$ cat src/rtl/result_pkg.sv
// result_pkg: shared widths and types for the result collector.
package result_pkg;
    localparam int RES_WIDTH = 4;
    localparam int ACC_EXTRA = 4;
    typedef logic [RES_WIDTH-1:0] res_t;
endpackage

$ cat src/rtl/result_fifo.sv
// result_fifo: first-word-fall-through FIFO with registered occupancy and flags.
module result_fifo #(
    parameter int WIDTH = 4,
    parameter int DEPTH = 4
) (
    input  logic                       clk,
    input  logic                       reset_n,
    input  logic                       clr_i,
    input  logic                       valid_i,
    input  logic [WIDTH-1:0]           data_i,
    input  logic                       ready_i,
    output logic                       push_o,
    output logic                       pop_o,
    output logic [WIDTH-1:0]           data_o,
    output logic [$clog2(DEPTH+1)-1:0] count_o,
    output logic                       full_o,
    output logic                       empty_o
);
    localparam int AW = $clog2(DEPTH);
    localparam int CW = $clog2(DEPTH+1);
    logic [WIDTH-1:0] mem_q [DEPTH];
    logic [AW-1:0]    wr_q, wr_d, rd_q, rd_d;
    logic [CW-1:0]    count_q, count_d;
    assign empty_o = count_q == '0;
    assign full_o  = count_q == CW'(DEPTH);
    assign count_o = count_q;
    assign pop_o   = !empty_o && ready_i;
    // a pop frees the slot this cycle, so a full FIFO can still accept
    assign push_o  = valid_i && (!full_o || pop_o);
    assign data_o  = empty_o ? '0 : mem_q[rd_q];
    always_comb begin
        wr_d    = clr_i ? '0 : push_o ? wr_q + AW'(1) : wr_q;
        rd_d    = clr_i ? '0 : pop_o ? rd_q + AW'(1) : rd_q;
        count_d = clr_i ? '0 : (push_o && !pop_o) ? count_q + CW'(1) :
                  (pop_o && !push_o) ? count_q - CW'(1) : count_q;
    end
    always_ff @(posedge clk or negedge reset_n) begin
        if (!reset_n) begin
            wr_q    <= '0;
            rd_q    <= '0;
            count_q <= '0;
        end else begin
            wr_q    <= wr_d;
            rd_q    <= rd_d;
            count_q <= count_d;
        end
    end
    always_ff @(posedge clk) begin
        if (push_o && !clr_i) mem_q[wr_q] <= data_i;
    end
endmodule

$ cat src/rtl/result_collector.sv
// result_collector: buffers arithmetic results for a valid/ready consumer, with sticky drop flag.
// Define RESULT_COLLECTOR_ACC_EN to build the running accumulator behind acc_sum.
module result_collector
    import result_pkg::*;
#(
    parameter int WIDTH = RES_WIDTH,
    parameter int DEPTH = 4
) (
    input  logic                       clk,
    input  logic                       reset_n,
    input  logic                       clr,
    input  logic                       in_valid,
    input  logic [WIDTH-1:0]           in_res,
    output logic                       out_valid,
    input  logic                       out_ready,
    output logic [WIDTH-1:0]           out_data,
    output logic [$clog2(DEPTH+1)-1:0] count,
    output logic                       full,
    output logic                       empty,
    output logic                       drop,
    output logic [WIDTH+ACC_EXTRA-1:0] acc_sum
);
    logic push, pop, drop_q, drop_d;
    result_fifo #(.WIDTH(WIDTH), .DEPTH(DEPTH)) u_fifo (
        .clk     (clk),
        .reset_n (reset_n),
        .clr_i   (clr),
        .valid_i (in_valid),
        .data_i  (in_res),
        .ready_i (out_ready),
        .push_o  (push),
        .pop_o   (pop),
        .data_o  (out_data),
        .count_o (count),
        .full_o  (full),
        .empty_o (empty)
    );
    assign out_valid = !empty;
    // upstream has no backpressure: any strobe not pushed is a lost result
    assign drop_d = clr ? 1'b0 : drop_q | (in_valid && !push);
    assign drop   = drop_q;
    always_ff @(posedge clk or negedge reset_n) begin
        if (!reset_n) drop_q <= 1'b0;
        else drop_q <= drop_d;
    end
`ifdef RESULT_COLLECTOR_ACC_EN
    logic [WIDTH+ACC_EXTRA-1:0] acc_q, acc_d;
    assign acc_d   = clr ? '0 : push ? acc_q + (WIDTH+ACC_EXTRA)'(in_res) : acc_q;
    assign acc_sum = acc_q;
    always_ff @(posedge clk or negedge reset_n) begin
        if (!reset_n) acc_q <= '0;
        else acc_q <= acc_d;
    end
`else
    assign acc_sum = '0;
`endif
endmodule
$ cat config.mk
export PLATFORM = sky130hd
export DESIGN_NAME = result_collector
export DESIGN_NICKNAME = d
export VERILOG_FILES = /design/src/rtl/result_pkg.sv /design/src/rtl/result_fifo.sv /design/src/rtl/result_collector.sv
export SDC_FILE = /design/constraint.sdc
export NUM_CORES = 1
export LEC_CHECK = 0
export ABC_AREA = 1
export BUFFER_PORTS_ARGS = -buffer_cell sky130_fd_sc_hd__buf_4
export CAP_MARGIN = 20
export CORE_MARGIN = 3
export CORE_UTILIZATION = 45
export DETAILED_ROUTE_END_ITERATION = 8
export PLACE_DENSITY = 0.67
export SKIP_LAST_GASP = 1
export SLEW_MARGIN = 30
export SYNTH_ARGS = -nofsm -noshare
export SYNTH_HDL_FRONTEND = slang
export SYNTH_SLANG_ARGS = --single-unit
$ cat constraint.sdc
create_clock -name clk -period 2 [get_ports clk]
set_input_delay 0.5 -clock clk [delete_from_list [all_inputs] [get_ports clk]]
set_output_delay 0.5 -clock clk [all_outputs]
set_load 0.03 [all_outputs]
======== Word-level counts from Yosys, hierarchy flattened ========
Memories as Yosys holds them, arrays and structs flattened.
Cells that the tools add are included.
Widths: inputs -> output; s select.
operators by class
  add/subtract/negate cells ............... 4
  equality and inequality tests ........... 1
  muxes and demuxes ....................... 11
  bitwise operators ....................... 1
  reduce and logical (&&, ||, !) cells .... 16
operators by type and width
  kind                 number
  $mux 3               3
  $mux 2               4
  $logic_and 1x1->1    6
  $logic_not 1->1      5
  $add 2x1->2 const B  2
  $mux 4               1
  $reduce_bool 2->1    2
  $add 3x1->3 const B  1
  $eq 3x3->1 const B   1
  $logic_not 3->1      1
  $mux 1               3
  $reduce_bool 3->1    1
  $sub 3x1->3 const B  1
  $logic_or 1x1->1     1
  $or 1x1->1           1
word-level totals
  flip-flop bits (word level) ............. 8
  RAM bits ................................ 16
  input port bits ......................... 9
  output and inout port bits .............. 19
  logic and storage cells ................. 38
  memories ................................ 1
memory list
  name          depth  width  read ports  clocked after memory_dff  write ports  RTL line           source
  u_fifo.mem_q  4      4      1           0                         1            result_fifo.sv:21  logic [WIDTH-1:0] mem_q [DEPTH];

======== Longest topological paths before layout ========
Gate-level depths: netlist of run 1.
  depth after elaboration ................. 10
  mapped depth ............................ 14
  depth with buffers taken out ............ 14

======== Cells and area by module ========
From an unflattened synthesis of run 1, not the netlist that was laid out.
second synthesis, totals
  cells, all modules ...................... 133
  area total of the unflattened synthesis .. 1271.2 um^2
modules (own cells, without submodules)
  module            instances  cells each  area an instance (um^2)  seq. area each (um^2)
  result_fifo       1          118         1158.6                   655.6
  result_collector  1          15          112.6                    25.0

======== Worst setup path before layout of run 1 ========
No wires, ideal clock.
  path kind ............................... reg-to-output
  start point ............................. register u_fifo.count_q[2], in the netlist u_fifo.count_o[2]
  end point ............................... output port out_data[0]
  data arrival time ....................... 1.553 ns
  required time ........................... 1.500 ns
  setup slack ............................. -0.053 ns
  stages on the path, launching flop included .. 5
  buffers on the path ..................... 0
  cells stage by stage .................... dfrtp_1 > inv_2 > nand2_4 > inv_1 > a21oi_1
on the way
  longest elaborated chain between the ends .. 2
ends and longest elaborated chain
  item                    RTL line                source
  from (decl)             result_fifo.sv:23       logic [CW-1:0] count_q, count_d;
  from (signal assigned)  result_fifo.sv:45       count_q <= count_d;
  $logic_not 3->1         result_fifo.sv:24       assign empty_o = count_q == '0;
  named net empty         result_collector.sv:19  output logic empty,
  $mux 4                  result_fifo.sv:30       assign data_o = empty_o ? '0 : mem_q[rd_q];
  to (decl)               result_collector.sv:16  output logic [WIDTH-1:0] out_data,
The timed path passes the listed nets, and every way through them passes these cells.

======== Final worst setup path of run 1 ========
  start point ............................. register u_fifo.count_q[1], in the netlist u_fifo.count_o[1]
  end point ............................... output port out_data[1]
on the way
  longest elaborated chain between the ends .. 2
ends and longest elaborated chain
  item             RTL line
  $logic_not 3->1  result_fifo.sv:24
  $mux 4           result_fifo.sv:30
No other way between the ends.

==> results of run 1 <==
layer usage:
metal  wire, um  track usage  part of all wire
met3        120       0.0327             0.050
met1       1090        0.188              0.45
met4         29       0.0583             0.012
met5          0            0                 0
met2       1170        0.232              0.49
power by group through the flow:
stage / combinational, mW / sequential, mW / clock, mW
2_1_floorplan: 0.671 / 0.698 / 0
3_3_place_gp: 0.975 / 0.674 / 0
3_5_place_dp: 0.991 / 0.676 / 0
4_1_cts: 0.999 / 0.665 / 0.358
5_1_grt: 1.28 / 0.667 / 0.387
6_report: 1.18 / 0.659 / 0.353
synthesized netlist by cell type, types with 2 or more instances:
| cell type | number | area share |
|---|---|---|
| a21oi_1 | 5 | 0.020 |
| nand2_1 | 19 | 0.056 |
| inv_2 | 6 | 0.018 |
| nand3_1 | 2 | 0.0079 |
| o21ai_1 | 2 | 0.0079 |
| ha_1 | 4 | 0.040 |
| dfrtp_1 | 8 | 0.16 |
| buf_4 | 8 | 0.048 |
| nand2_4 | 2 | 0.018 |
| inv_1 | 14 | 0.042 |
| edfxtp_1 | 16 | 0.38 |
| o21ai_0 | 8 | 0.032 |
| nor2_4 | 2 | 0.018 |
| nor2_1 | 22 | 0.065 |
cells by family (layout without fill, tap and decap cells):
family | after synthesis | after routing | share of synthesized area
XOR/XNOR | 1 | 1 | 0.00693
buffers and inverters | 29 | 49 | 0.111
AND/OR/NAND/NOR | 53 | 53 | 0.207
flip-flops | 24 | 24 | 0.539
other | 1 | 8 | 0.00297
adder cells (fa/ha/maj) | 5 | 5 | 0.0554
AO/OA/AOI/OAI | 17 | 17 | 0.0782
repair_timing:
item / CTS / global route
setup buffers: 0 / 5
setup endpoints to repair: 0 / 5
endpoints found under the hold margin: 8 / 0
gates resized for setup: 0 / 18
hold buffers: 1 / 0
worst reg2reg max path: stages (launching register included):
cell and delay (ns):
dfrtp_1 0.45, nor2_4 0.17, nand2_1 0.14, nand3_4 0.13, inv_2 0.07, fa_1 0.38, inv_1 0.07, nand2_1 0.04
nand2_1 0.07, inv_1 0.04, nand2_1 0.06, nand2_1 0.05, nand2_1 0.06, nand2_1 0.04
final cells by class:
class,count,share of cell area
sequential,24,0.445
multi-input combinational,84,0.314
timing repair buffer,25,0.131
inverter,20,0.0512
tap,30,0.0244
clock inverter,1,0.0195
clock buffer,3,0.0146
registers in the layout, summed over array words and instances, names as in the netlist:
| signal | count |
|---|---|
| drop | 1 |
| u_fifo.rd_q | 2 |
| u_fifo.wr_q | 2 |
| u_fifo.mem_q | 16 |
| u_fifo.count_o | 3 |
metrics by stage:
| step | utilization | area, um^2 |
|---|---|---|
| 6_report | 0.600 | 1540 |
| 5_1_grt | 0.600 | 1540 |
| 4_1_cts | 0.572 | 1470 |
| 3_5_place_dp | 0.547 | 1410 |
| 3_3_place_gp | 0.547 | 1410 |
| 2_1_floorplan | - | 1290 |
worst max path at each step:
stage / to
4_1_cts: out_data[1]
3_3_place_gp: u_fifo.count_o[2]
3_5_place_dp: u_fifo.count_o[2]
2_1_floorplan: out_data[0]
6_report: out_data[1]
5_1_grt: out_data[2]
cells in the final DEF, fill, tap and decap left out, drive strengths merged:
master / count
conb: 8
nand2: 21
ha: 4
inv: 19
nand4: 1
dfrtp: 8
buf: 24
xor2: 1
o21ai: 10
nor3: 1
edfxtp: 16
clkbuf: 3
a21oi: 6
o21a: 1
fa: 1
nand3: 4
nand3b: 1
bufinv: 1
nor2: 25
clkinvlp: 1
dlygate4sd3: 1
==> impl_metrics.env, run 1 <==
export IMPL_outcome="completed"
export IMPL_timing_rr_end="u_fifo.count_o[2]"
export IMPL_route_detailed_drc=0
export IMPL_nFillCells=216
export IMPL_drive_gt1_frac=0.325
export IMPL_tns_ns=0
export IMPL_die_w_um=59.0
export IMPL_gp_congestion=0.881
export IMPL_setup_viol=0
export IMPL_critical_path_buf_inv_count=2
export IMPL_synth_seq_cells=24
export IMPL_drt_iter0_markers=16
export IMPL_synth_main_ff_cell="edfxtp_1"
export IMPL_clockRootBuffer="clkbuf_4"
export IMPL_io_pins=28
export IMPL_fmaxAchievable_mhz=522
export IMPL_track_usage=0.144
export IMPL_die_h_um=59.0
export IMPL_firstDrtPassIters=4
export IMPL_grt_pass1_wl_um=3640
export IMPL_irDropWorstVdd_uv=803
export IMPL_clockPowerShare=0.161
export IMPL_fin_worst_skew_ns=0.00240
export IMPL_crit_path_top_delay_cell="dfrtp_1"
export IMPL_combPwrFrac=0.538
export IMPL_start_kind="register"
export IMPL_min_from="in_res[1]"
export IMPL_period_share=0.957
export IMPL_place_hpwl_um=1730
export IMPL_min_period_ns=1.91
export IMPL_min_to="u_fifo.mem_q[2][1]"
export IMPL_ys_warn_count=0
export IMPL_fp_coreArea_um2=2570
export IMPL_total_power_mw=2.19
export IMPL_via_per_inst=4.73
export IMPL_yosys_cell_types_count=26
export IMPL_r2r_start="u_fifo.count_o[1]"
export IMPL_syn_cell_area_um2=1260
export IMPL_dp_slack_ns=0.178
export IMPL_regArea_um2=686
export IMPL_grt_remaining_overflow=0
export IMPL_cts_buffer_depth=2
export IMPL_netlist_instances=130
export IMPL_cp_cell_sequence="nor2_4 > nand2_4 > clkinvlp_4 > a21oi_2 > buf_6"
export IMPL_rsz0062_at_grt="yes"
export IMPL_setup_slack_ns=0.0859
export IMPL_io_buffer_count=19
export IMPL_grt_pass1_vias=810
export IMPL_path_clk_slew_ns=0.13
export IMPL_cts_sink_count=24
export IMPL_critPathRequiredTime_ns=1.50
export IMPL_grt_max_degree=15
export IMPL_hold_viol_final=0
export IMPL_worstPathArrival_ns=1.41
export IMPL_maxCapViolations=0
export IMPL_p_per_area_nw_per_um2=1420
export IMPL_antenna_found_initial=0
export IMPL_async_flop_share=0.333
export IMPL_postSynthAreaPerCell_um2=9.72
export IMPL_cts_buffers=3
export IMPL_final_cells=187
export IMPL_leakagePower_nw=0.690
export IMPL_drtAntennaViolNets=0
export IMPL_cp_num_cells=5
export IMPL_post_drt_wl_per_cell_um=12.9
export IMPL_p_int_mw=1.24
export IMPL_ys_seq_area_frac=0.539
export IMPL_crit_path_start="u_fifo.count_o[1]"
export IMPL_multi_input_area_um2=484
export IMPL_hp_class="primary input to register"
export IMPL_wirelength_um=2410
export IMPL_reg2reg_slack_ns=0.15
export IMPL_final_nets=172
export IMPL_insertion_delay_ns=0.32
export IMPL_cp_top_family="flip-flops"
export IMPL_area_delta_synth_final_pct=21.9
export IMPL_cp_end_kind="output port"
export IMPL_cp_max_fo=5
export IMPL_die_area_um2=3480
export IMPL_hold_slack_ns=0.367
export IMPL_start_util=0.492
export IMPL_htree_num_levels=1
export IMPL_path_class="register to output port"
export IMPL_fp_row_count=18
export IMPL_r2r_cells=13
export IMPL_cpPeakStageDelay_ns=0.45
export IMPL_seqPwrFrac=0.301
export IMPL_synth_edff_count=16
export IMPL_diodes=0
export IMPL_drv_slew=0
export IMPL_power_switching_mw=0.944
export IMPL_cts_tree="built"
export IMPL_hold_depth=1
export IMPL_dp_cells=177
export IMPL_p_sw_frac=0.431
export IMPL_vias=884
(Power assumes the default switching activity.)
==> run 2, diff against run 1 <==
Settings changed: PLACE_DENSITY 0.67 to 0.68.
==> impl_metrics.env, run 2 (synthesized netlist as in run 1, its figures left out) <==
export IMPL_insertion_delay_ns=0.30
export IMPL_reg2reg_slack_ns=0.15
export IMPL_cpPeakStageDelay_ns=0.45
export IMPL_cp_max_fo=5
export IMPL_firstDrtPassIters=4
export IMPL_drtAntennaViolNets=0
export IMPL_grt_remaining_overflow=0
export IMPL_path_clk_slew_ns=0.11
export IMPL_setup_viol=0
export IMPL_worstPathArrival_ns=1.42
export IMPL_post_drt_wl_per_cell_um=12.0
export IMPL_hold_viol_final=0
export IMPL_maxCapViolations=0
export IMPL_die_w_um=59.0
export IMPL_multi_input_area_um2=469
export IMPL_largest_register_ffs=16
export IMPL_drive_gt1_frac=0.290
export IMPL_outcome="completed"
export IMPL_fp_row_count=18
export IMPL_htree_num_levels=1
export IMPL_gp_congestion=0.911
export IMPL_vias=869
export IMPL_start_util=0.492
export IMPL_tns_ns=0
export IMPL_grt_pass1_vias=793
export IMPL_antenna_found_initial=0
export IMPL_area_delta_synth_final_pct=17.3
export IMPL_period_share=0.958
export IMPL_path_class="register to output port"
export IMPL_fin_worst_skew_ns=0.000920
export IMPL_place_hpwl_um=1680
export IMPL_io_pins=28
export IMPL_cts_sink_count=24
export IMPL_cp_end_kind="output port"
export IMPL_mostFrequentLayoutCell="nor2_1"
export IMPL_final_cell_mix="nor2_1, buf_4, nand2_1"
export IMPL_drv_slew=0
export IMPL_track_usage=0.139
export IMPL_route_detailed_drc=0
export IMPL_wirelength_um=2220
export IMPL_start_kind="register"
export IMPL_regArea_um2=686
export IMPL_largest_register="u_fifo.mem_q"
export IMPL_p_per_area_nw_per_um2=1310
export IMPL_irDropWorstVdd_uv=885
export IMPL_cts_buffers=3
export IMPL_critPathRequiredTime_ns=1.50
export IMPL_die_h_um=59.0
export IMPL_grt_pass1_wl_um=3580
export IMPL_hp_class="primary input to register"
export IMPL_cp_cell_sequence="buf_6 > nor2_1 > nor2_1 > o21ai_0 > a21oi_1 > buf_4"
export IMPL_leakagePower_nw=0.675
export IMPL_cpMostUsedCell="nor2_1"
export IMPL_min_period_ns=1.92
export IMPL_nFillCells=217
export IMPL_cts_buffer_depth=2
export IMPL_io_buffer_count=19
export IMPL_cts_tree="built"
export IMPL_total_power_mw=1.94
export IMPL_drt_iter0_markers=67
export IMPL_diodes=0
export IMPL_clockRootBuffer="clkbuf_4"
export IMPL_die_area_um2=3480
export IMPL_crit_path_top_delay_cell="dfrtp_2"
export IMPL_fp_coreArea_um2=2570
export IMPL_grt_max_degree=14
export IMPL_final_nets=170
export IMPL_via_per_inst=4.70
export IMPL_fmaxAchievable_mhz=522
export IMPL_rsz0062_at_grt="yes"
[run 2: cell types whose count changed in the layout (fill, tap and decap cells not counted)]
cell,delta
o21ai_0,+3
bufinv_16,-1
clkinvlp_4,-1
o21ai_1,-3
a21oi_1,+4
clkbuf_8,+1
buf_6,-2
inv_2,+1
a21oi_2,-4
[run 2: layout make-up]
type | count | area share
Timing Repair Buffer | 23 | 0.121
Sequential cell | 24 | 0.462
Multi-Input combinational cell | 84 | 0.316
Clock buffer | 4 | 0.0245
Tap cell | 30 | 0.0253
Inverter | 20 | 0.0506
[run 2: final timing paths]
| kind | startpoint | to | cells after the start |
|---|---|---|---|
| hold reg to reg | drop | drop | 1 |
| hold / removal | in_res[2] | u_fifo.mem_q[3][2] | 1 |
| setup reg to reg | u_fifo.count_o[1] | u_fifo.count_o[2] | 13 |
| max in group asynchronous | reset_n | u_fifo.count_o[1] | 2 |
| min in group asynchronous | reset_n | u_fifo.count_o[2] | 2 |
| setup / recovery | u_fifo.rd_q[0] | out_data[1] | 6 |
[run 2: through the flow]
| step | hold WS [ns] | cell area [um^2] | worst slack [ns] | utilization | cells |
|---|---|---|---|---|---|
| 6_report | 0.390 | 1480 | 0.0840 | 0.577 | 185 |
| 2_1_floorplan | 0.204 | 1290 | -0.0534 | - | 137 |
| 3_3_place_gp | 0.324 | 1410 | 0.253 | 0.550 | 178 |
| 5_1_grt | 0.375 | 1480 | -0.0213 | 0.577 | 185 |
| 4_1_cts | 0.378 | 1460 | 0.00391 | 0.568 | 183 |
| 3_5_place_dp | 0.325 | 1410 | 0.170 | 0.550 | 178 |
[run 2: timing repair]
item / CTS / global route
hold buffers: 1 / 0
endpoints found under the setup margin: 0 / 5
hold endpoints to repair: 8 / 0
resized for setup: 0 / 9
setup buffers: 0 / 2
[run 2: per-layer routing]
layer  wire length [um]  global-route usage  vias to the layer above  share of wire
met5                  0                   0                        -              0
met4                 39              0.0388                        0          0.018
met3                155              0.0501                        4          0.070
met2               1050               0.221                       36           0.47
met1                980               0.180                      379           0.44
li1                   -                   -                      450              -
[run 2: where the power goes]
group / internal [mW] / switching (mW) / total [mW] / leakage, nW
combinational: 0.357 / 0.684 / 1.04 / 0.407
sequential: 0.593 / 0.0696 / 0.663 / 0.247
clock: 0.111 / 0.126 / 0.237 / 0.0210
[run 2: critical path, delay by kind of cell, from the launching register on]
family          cells  cell delay [ns]
simple gates        2             0.10
compound gates      2             0.24
buf+inv             2             0.33
flops               1             0.45
